**src/rtl/multicycle_control_if.sv**
```systemverilog
// Memory request handshake between the multicycle sequencer (master) and the memory port (slave).
interface multicycle_control_if;
    logic mem_req;
    logic mem_we;
    logic addr_sel;
    logic mem_ready;

    modport master (output mem_req, output mem_we, output addr_sel, input mem_ready);
    modport slave  (input mem_req, input mem_we, input addr_sel, output mem_ready);
endinterface

```
**src/rtl/multicycle_control.sv**
```systemverilog
// Main sequencer of the multicycle datapath: FETCH/DECODE/EXEC/MEM/WB with a memory stall watchdog.
// Optional macro ILLEGAL_TRAP_EN: opcodes above HALT trap into HALT and set illegal_op; otherwise they act as NOP.
module multicycle_control #(
    parameter int OPCODE_WIDTH = 4,
    parameter int MAX_WAIT     = 15
) (
    input  logic                    clock,
    input  logic                    resetn,
    input  logic                    run,
    input  logic [OPCODE_WIDTH-1:0] opcode,
    input  logic                    zero_flag,
    multicycle_control_if.master    mem,
    output logic                    ir_write,
    output logic                    counter_write,
    output logic                    counter_increment,
    output logic                    reg_write,
    output logic                    wb_sel,
    output logic [1:0]              alu_op,
    output logic                    halted,
    output logic                    bus_error,
    output logic                    illegal_op,
    output logic [3:0]              state_dbg
);
    localparam int WAIT_W = $clog2(MAX_WAIT + 1);

    localparam logic [OPCODE_WIDTH-1:0] OP_NOP   = OPCODE_WIDTH'(0);
    localparam logic [OPCODE_WIDTH-1:0] OP_ADD   = OPCODE_WIDTH'(1);
    localparam logic [OPCODE_WIDTH-1:0] OP_SUB   = OPCODE_WIDTH'(2);
    localparam logic [OPCODE_WIDTH-1:0] OP_AND   = OPCODE_WIDTH'(3);
    localparam logic [OPCODE_WIDTH-1:0] OP_LOAD  = OPCODE_WIDTH'(4);
    localparam logic [OPCODE_WIDTH-1:0] OP_STORE = OPCODE_WIDTH'(5);
    localparam logic [OPCODE_WIDTH-1:0] OP_JMP   = OPCODE_WIDTH'(6);
    localparam logic [OPCODE_WIDTH-1:0] OP_BEQZ  = OPCODE_WIDTH'(7);
    localparam logic [OPCODE_WIDTH-1:0] OP_HALT  = OPCODE_WIDTH'(8);

    typedef enum logic [3:0] {
        IDLE   = 4'd0,
        FETCH  = 4'd1,
        DECODE = 4'd2,
        EXEC   = 4'd3,
        MEM_RD = 4'd4,
        MEM_WR = 4'd5,
        WB     = 4'd6,
        BRANCH = 4'd7,
        HALT   = 4'd8
    } state_t;

    state_t              state_reg, state_next;
    state_t              next_instr;
    logic [WAIT_W-1:0]   wait_cnt_reg, wait_cnt_next;
    logic                from_load_reg, from_load_next;
    logic                bus_error_reg, bus_error_next;
    logic                mem_req, mem_we, addr_sel;
    logic [1:0]          alu_dec;

    // run only matters at instruction boundaries, which all route through next_instr
    assign next_instr = run ? FETCH : IDLE;

    always_comb begin
        case (opcode)
            OP_ADD:  alu_dec = 2'b00;
            OP_SUB:  alu_dec = 2'b01;
            OP_AND:  alu_dec = 2'b10;
            default: alu_dec = 2'b11;
        endcase
    end

`ifdef ILLEGAL_TRAP_EN
    logic illegal_reg, illegal_next;
    assign illegal_op = illegal_reg;
`else
    assign illegal_op = 1'b0;
`endif

    always_comb begin
        state_next        = state_reg;
        wait_cnt_next     = '0;
        from_load_next    = from_load_reg;
        bus_error_next    = bus_error_reg;
`ifdef ILLEGAL_TRAP_EN
        illegal_next      = illegal_reg;
`endif
        mem_req           = 1'b0;
        mem_we            = 1'b0;
        addr_sel          = 1'b0;
        ir_write          = 1'b0;
        counter_write     = 1'b0;
        counter_increment = 1'b0;
        reg_write         = 1'b0;
        wb_sel            = 1'b0;
        alu_op            = 2'b00;
        halted            = 1'b0;

        case (state_reg)
            IDLE: begin
                if (run) state_next = FETCH;
            end
            FETCH: begin
                mem_req = 1'b1;
                if (mem.mem_ready) begin
                    ir_write          = 1'b1;
                    counter_increment = 1'b1;
                    state_next        = DECODE;
                end
            end
            DECODE: begin
                from_load_next = (opcode == OP_LOAD);
                case (opcode)
                    OP_NOP:                 state_next = next_instr;
                    OP_ADD, OP_SUB, OP_AND: state_next = EXEC;
                    OP_LOAD:                state_next = MEM_RD;
                    OP_STORE:               state_next = MEM_WR;
                    OP_JMP, OP_BEQZ:        state_next = BRANCH;
                    OP_HALT:                state_next = HALT;
                    default: begin
`ifdef ILLEGAL_TRAP_EN
                        state_next   = HALT;
                        illegal_next = 1'b1;
`else
                        state_next   = next_instr;
`endif
                    end
                endcase
            end
            EXEC: begin
                alu_op     = alu_dec;
                state_next = WB;
            end
            WB: begin
                reg_write  = 1'b1;
                wb_sel     = from_load_reg;
                alu_op     = alu_dec;
                state_next = next_instr;
            end
            MEM_RD: begin
                mem_req  = 1'b1;
                addr_sel = 1'b1;
                if (mem.mem_ready) state_next = WB;
            end
            MEM_WR: begin
                mem_req  = 1'b1;
                mem_we   = 1'b1;
                addr_sel = 1'b1;
                if (mem.mem_ready) state_next = next_instr;
            end
            BRANCH: begin
                counter_write = (opcode == OP_JMP) || ((opcode == OP_BEQZ) && zero_flag);
                state_next    = next_instr;
            end
            HALT: begin
                halted = 1'b1;
            end
            default: state_next = IDLE;
        endcase

        // Stall watchdog shared by all request states; a same-cycle mem_ready never counts as a stall
        if (mem_req && !mem.mem_ready) begin
            wait_cnt_next = wait_cnt_reg + WAIT_W'(1);
            if (wait_cnt_reg == WAIT_W'(MAX_WAIT - 1)) begin
                state_next     = HALT;
                bus_error_next = 1'b1;
            end
        end
    end

    always_ff @(posedge clock or negedge resetn) begin
        if (!resetn) begin
            state_reg     <= IDLE;
            wait_cnt_reg  <= '0;
            from_load_reg <= 1'b0;
            bus_error_reg <= 1'b0;
`ifdef ILLEGAL_TRAP_EN
            illegal_reg   <= 1'b0;
`endif
        end else begin
            state_reg     <= state_next;
            wait_cnt_reg  <= wait_cnt_next;
            from_load_reg <= from_load_next;
            bus_error_reg <= bus_error_next;
`ifdef ILLEGAL_TRAP_EN
            illegal_reg   <= illegal_next;
`endif
        end
    end

    assign mem.mem_req  = mem_req;
    assign mem.mem_we   = mem_we;
    assign mem.addr_sel = addr_sel;
    assign bus_error    = bus_error_reg;
    assign state_dbg    = state_reg;
endmodule

```
**src/flat_wrapper.sv**
```systemverilog
// flat-port wrapper written by rule: the top's interface ports become plain ports
module multicycle_control_flat 
#(
    parameter int OPCODE_WIDTH = 4,
    parameter int MAX_WAIT     = 15
)
  (clock, resetn, run, opcode, zero_flag, ir_write, counter_write, counter_increment, reg_write, wb_sel, alu_op, halted, bus_error, illegal_op, state_dbg, mem_mem_req, mem_mem_we, mem_addr_sel, mem_mem_ready);
  multicycle_control_if mem_i ();
  input  logic clock;
  input  logic resetn;
  input  logic run;
  input  logic [OPCODE_WIDTH-1:0] opcode;
  input  logic zero_flag;
  output logic ir_write;
  output logic counter_write;
  output logic counter_increment;
  output logic reg_write;
  output logic wb_sel;
  output logic [1:0] alu_op;
  output logic halted;
  output logic bus_error;
  output logic illegal_op;
  output logic [3:0] state_dbg;
  output wire logic [$bits(mem_i.mem_req)-1:0] mem_mem_req;
  output wire logic [$bits(mem_i.mem_we)-1:0] mem_mem_we;
  output wire logic [$bits(mem_i.addr_sel)-1:0] mem_addr_sel;
  input wire logic [$bits(mem_i.mem_ready)-1:0] mem_mem_ready;
  assign mem_mem_req = mem_i.mem_req;
  assign mem_mem_we = mem_i.mem_we;
  assign mem_addr_sel = mem_i.addr_sel;
  assign mem_i.mem_ready = mem_mem_ready;
  multicycle_control #(.OPCODE_WIDTH(OPCODE_WIDTH), .MAX_WAIT(MAX_WAIT)) u_core (.clock(clock), .resetn(resetn), .run(run), .opcode(opcode), .zero_flag(zero_flag), .mem(mem_i), .ir_write(ir_write), .counter_write(counter_write), .counter_increment(counter_increment), .reg_write(reg_write), .wb_sel(wb_sel), .alu_op(alu_op), .halted(halted), .bus_error(bus_error), .illegal_op(illegal_op), .state_dbg(state_dbg));
endmodule
```
**config.mk**
```make
export PLATFORM = sky130hd
export DESIGN_NAME = multicycle_control_flat
export DESIGN_NICKNAME = d
export VERILOG_FILES = /design/src/rtl/multicycle_control_if.sv /design/src/rtl/multicycle_control.sv /design/src/flat_wrapper.sv
export SDC_FILE = /design/constraint.sdc
export NUM_CORES = 1
export LEC_CHECK = 0
export BUFFER_PORTS_ARGS = -buffer_cell sky130_fd_sc_hd__buf_2
export CAP_MARGIN = 10
export CELL_PAD_IN_SITES_DETAIL_PLACEMENT = 1
export CELL_PAD_IN_SITES_GLOBAL_PLACEMENT = 2
export CORE_AREA = 2 2 45 64
export DETAILED_ROUTE_END_ITERATION = 10
export DIE_AREA = 0 0 47 66
export GPL_TIMING_DRIVEN = 0
export PLACE_DENSITY_LB_ADDON = 0.1
export SLEW_MARGIN = 10
export SYNTH_ARGS = -nofsm -noshare
export SYNTH_HDL_FRONTEND = slang
export SYNTH_SLANG_ARGS = --single-unit
```
**constraint.sdc**
```tcl
create_clock -name clock -period 2.69 [get_ports clock]
set_input_delay 0.538 -clock clock [delete_from_list [all_inputs] [get_ports clock]]
set_output_delay 0.538 -clock clock [all_outputs]
set_load 0.1 [all_outputs]
```
-- Yosys cells after proc, flatten, opt, wreduce, memory -nomap -nowiden
Index checks and enable logic that the tools add are counted.
- flip-flop bits (word level): 10
- input bits: 9
- output and inout bits: 17
- logic and storage cells: 55
- add/sub/neg operators: 1
- equal/unequal tests: 17
- multiplexer cells: 21
- reductions and logical operators: 12
- operators by type and width (cell ; number):
    $eq 4x3->1 const B ; 8
    $pmux 4 s8 ; 1
    $mux 4 ; 7
    $pmux 4 s5 ; 1
    $eq 4x2->1 const B ; 4
    $eq 4x4->1 const B ; 3
    $mux 1 ; 10
    $eq 4x1->1 const B ; 2
    $reduce_or 2->1 ; 4
    $pmux 2 s3 ; 1
    $reduce_or 3->1 ; 2
    $add 4x1->4 const B ; 1
    $logic_not 4->1 ; 1
    $logic_and 1x1->1 ; 2
    $mux 2 ; 1
    $reduce_and 2->1 ; 1
    $logic_not 1->1 ; 1
    $logic_or 1x1->1 ; 1

-- Longest topological paths before layout
- word-level depth: 6
- mapped depth: 5

-- Worst setup path before layout
Ideal clock, no wire load.
- path kind: reg2out
- start point: register u_core.state_reg[2], in the netlist u_core.state_dbg[2]
- end point: output counter_write
- arrival time: 6.071 ns
- data required time: 2.152 ns
- setup slack: -3.919 ns
- stages on the path, launching flop included: 4
- buffers on the path: 1
- cells stage by stage: dfrtp_1 -> buf_2 -> nand3b_1 -> a2111oi_0
- cells in the longest elaborated chain, start to end: 2
- ends and longest elaborated chain (item ; line ; source):
    start, declared ; multicycle_control.sv:48 ; state_t state_reg, state_next;
    start signal, assigned ; multicycle_control.sv:176 ; state_reg <= state_next;
    $eq 4x3->1 ; multicycle_control.sv:94 ; case (state_reg)
    $mux 1 ; multicycle_control.sv:94 ;
    end, declared ; flat_wrapper.sv:15 ; output logic counter_write;
No other way between the ends.

-- Worst setup path after layout
- start point: register u_core.state_reg[3], in the netlist u_core.state_dbg[3]
- end point: output wb_sel
- cells in the longest elaborated chain, start to end: 2
- ends and longest elaborated chain (item ; line ; source):
    $eq 4x3->1 ; multicycle_control.sv:94 ;
    $mux 1 ; multicycle_control.sv:94 ;
    end, declared ; flat_wrapper.sv:18 ; output logic wb_sel;
No other way between the ends.

==> results.md <==
- Post-synthesis sequential area ratio: 0.368
- Compound-Gate Fraction of Synth Area: 0.118
- DRC Markers: 0
- RSZ-0062 raised after global routing: false
- Post-synth EDFFs: 0
- Crit path max fanout: 10
- Min-delay worst type: input port to asynchronous set/reset pin
- Status: completed
- Final min period: 2510 ps
- CP Cell Sequence: clkbuf_1 > nand3b_1 > nor2_4 > and2_4 > buf_2
- Max_slew headroom: 0.663
- Slowest CP cell: dfrtp_2
- Synth Area in XOR/XNOR: 0.0643
- Setup_tns: 0 ps
- Setup ws final: 183 ps
- Main combinational cell family by area after synthesis: simple AND/OR/NAND/NOR gates
- Total wire length: 1830 um
- Via Count: 658
- Layout cells sized above 1: 0.468
- Mapped Cells: 81
- Core ar.: 0.00253 sq mm
- Final Skew: 3.93 ps
- Synthesized net count: 92
- Dpl ws: 449 ps
- Port Buffers: 24
- CTS Buffer Depth: 2
- Worst-margin pin slew: 505 ps
- Clock Pin Slew Worst Setup and Hold Paths: 70 ps
- Placed Area: 948 sq um
- Final Instance Area: 985 sq um
- Buf/Inv on CP: 2
- Cell with the most instances after synthesis: nor2_1
- CTS buffer count: 3
- Crit start category: register
- CTS resizes: 0
- Clk_lat worst skew: 260 ps
- DR WL/cell: 12.6 um
- Crit path max-delay family: buffers and inverters
- Area leader, netlist: dfrtp_1
- Synthesis-to-layout area growth: 44.7%
- DP HPWL: 1500 um
- Critical Path RT: 2150 ps
- Synth cell count leaders: nor2_1 (13), dfrtp_1 (10), a21oi_1 (9)
- Crit path kind: register to output pin
- Final worst path period share: 0.932
- Largest net degree at the start of global routing: 11
- Crit path largest cell delay: 410 ps
- Initial core utilization: 0.269
- Initial antenna violation count: 0
- First-pass GRT wire length: 3080 um
- Cell Rows: 22
- Post-synthesis simple-gate area fraction: 0.311
- Die area: 0.00310 sq mm
- Routed Antenna Nets: 0
- Antenna cells: 0
- Final Max Slew Viols: 0
- Flops & latches, synth: 10
- Post-CTS setup buffer count: 0
- Synth warnings: 0
- Initial drt markers: 6
- Routability Congestion: 0.753
- Mux contribution to synthesized area: 0.0165
- First-pass iteration count of the detailed router: 2
- IO Pins: 26
- Clock root buffer: clkbuf_4
- DIE WIDTH: 47 um
- DR vias/cell: 4.54
- Top cell type's share of synthesized area: 0.368
- CTS Sinks: 10
- Crit. End Element: output pin
- Synth top area cells: dfrtp_1 (37%), nor2_1 (7.2%), a21oi_1 (6.6%)
- CP arrival: 1970 ps
- Fin nets: 121
- F_max: 399 MHz
- Ys flop type: dfrtp_1
- All-Layer GR Usage: 0.135
- Reported max-cap violation count: 0
- Overall die height: 66 um
- Post-Syn Area: 681 sq um
- Final hold vios: 0
- Hold_buf cts: 0
- Adder-cell area share of the yosys netlist: 0.0368
- H-tree levels: 1
- Avg Inst Size Synth: 8.40 sq um
- CTS tree: yes
- # setup viols final: 0
- Asr flop ratio synth: 1.00
- Grt ovf: 0
- Cell variety after synth: 30
- Vias in the first global route: 672
- Post-layout util: 0.389
metal layers:
| metal | vias to the layer above | routed length, um | global-route usage |
|---|---|---|---|
| met3 | 2 | 55 | 0.0164 |
| met4 | 0 | 19 | 0.0521 |
| li1 | 328 | - | - |
| met1 | 311 | 786 | 0.169 |
| met2 | 17 | 965 | 0.226 |
| met5 | - | 0 | 0 |
through the flow:
| step | cells | hold slack (ps) |
|---|---|---|
| after floorplan | 81 | 242 |
| after global placement | 141 | 413 |
| after detailed placement | 141 | 417 |
| after CTS | 145 | 133 |
| after global routing | 145 | 136 |
| final | 145 | 126 |
placed cells by master, fill, tap and decap left out, types with 2 or more instances in the layout:
cell      count
nor2_1       10
nand3_1       2
nor2_2        2
inv_1         4
buf_6         2
clkbuf_4      3
dfrtp_4       3
ha_1          2
buf_4         2
a21oi_1       7
xor2_1        4
nor4b_4       2
a21oi_2       2
nor2_4        2
nand2b_1      4
or3_1         2
nand2_1       2
nor3_1        4
buf_2        25
nand3b_1      2
dfrtp_1       6
cell type report:
| cell class | count | area [sq um] |
|---|---|---|
| buffer | 6 | 46.3 |
| multi-input combinational | 61 | 459 |
| tap | 36 | 45.0 |
| inverter | 4 | 15.0 |
| timing repair buffer | 24 | 120 |
| sequential | 10 | 263 |
| fill | 322 | 1550 |
| clock buffer | 4 | 36.3 |
path summary, 6_finish.rpt:
| path | startpoint | slack, ps | cells after the start | end |
|---|---|---|---|---|
| worst max-delay path | u_core.state_dbg[3]$_DFF_PN0_ | 180 | 5 | wb_sel |
| worst min-delay path | resetn | 130 | 1 | u_core.state_dbg[2]$_DFF_PN0_ |
| worst max register to register | u_core.state_dbg[2]$_DFF_PN0_ | 990 | 4 | u_core.from_load_reg$_DFFE_PN0P_ |
| worst min register to register | u_core.bus_error$_DFFE_PN0P_ | 480 | 1 | u_core.bus_error$_DFFE_PN0P_ |
| max in group asynchronous | resetn | 2350 | 1 | u_core.state_dbg[0]$_DFF_PN0_ |
| min in group clock | u_core.bus_error$_DFFE_PN0P_ | 480 | 1 | u_core.bus_error$_DFFE_PN0P_ |
kinds of logic after synthesis:
logic type               after synthesis
AND/OR/NAND/NOR                       38
AO/OA/AOI/OAI                         14
flip-flops                            10
buffers and inverters                 10
XOR/XNOR                               5
adder cells (fa/ha/maj)                2
other                                  1
multiplexers                           1
Power is left out: the tool's default activity adds up to more than one toggle a clock period on the data nets, which glitch-free logic cannot reach.
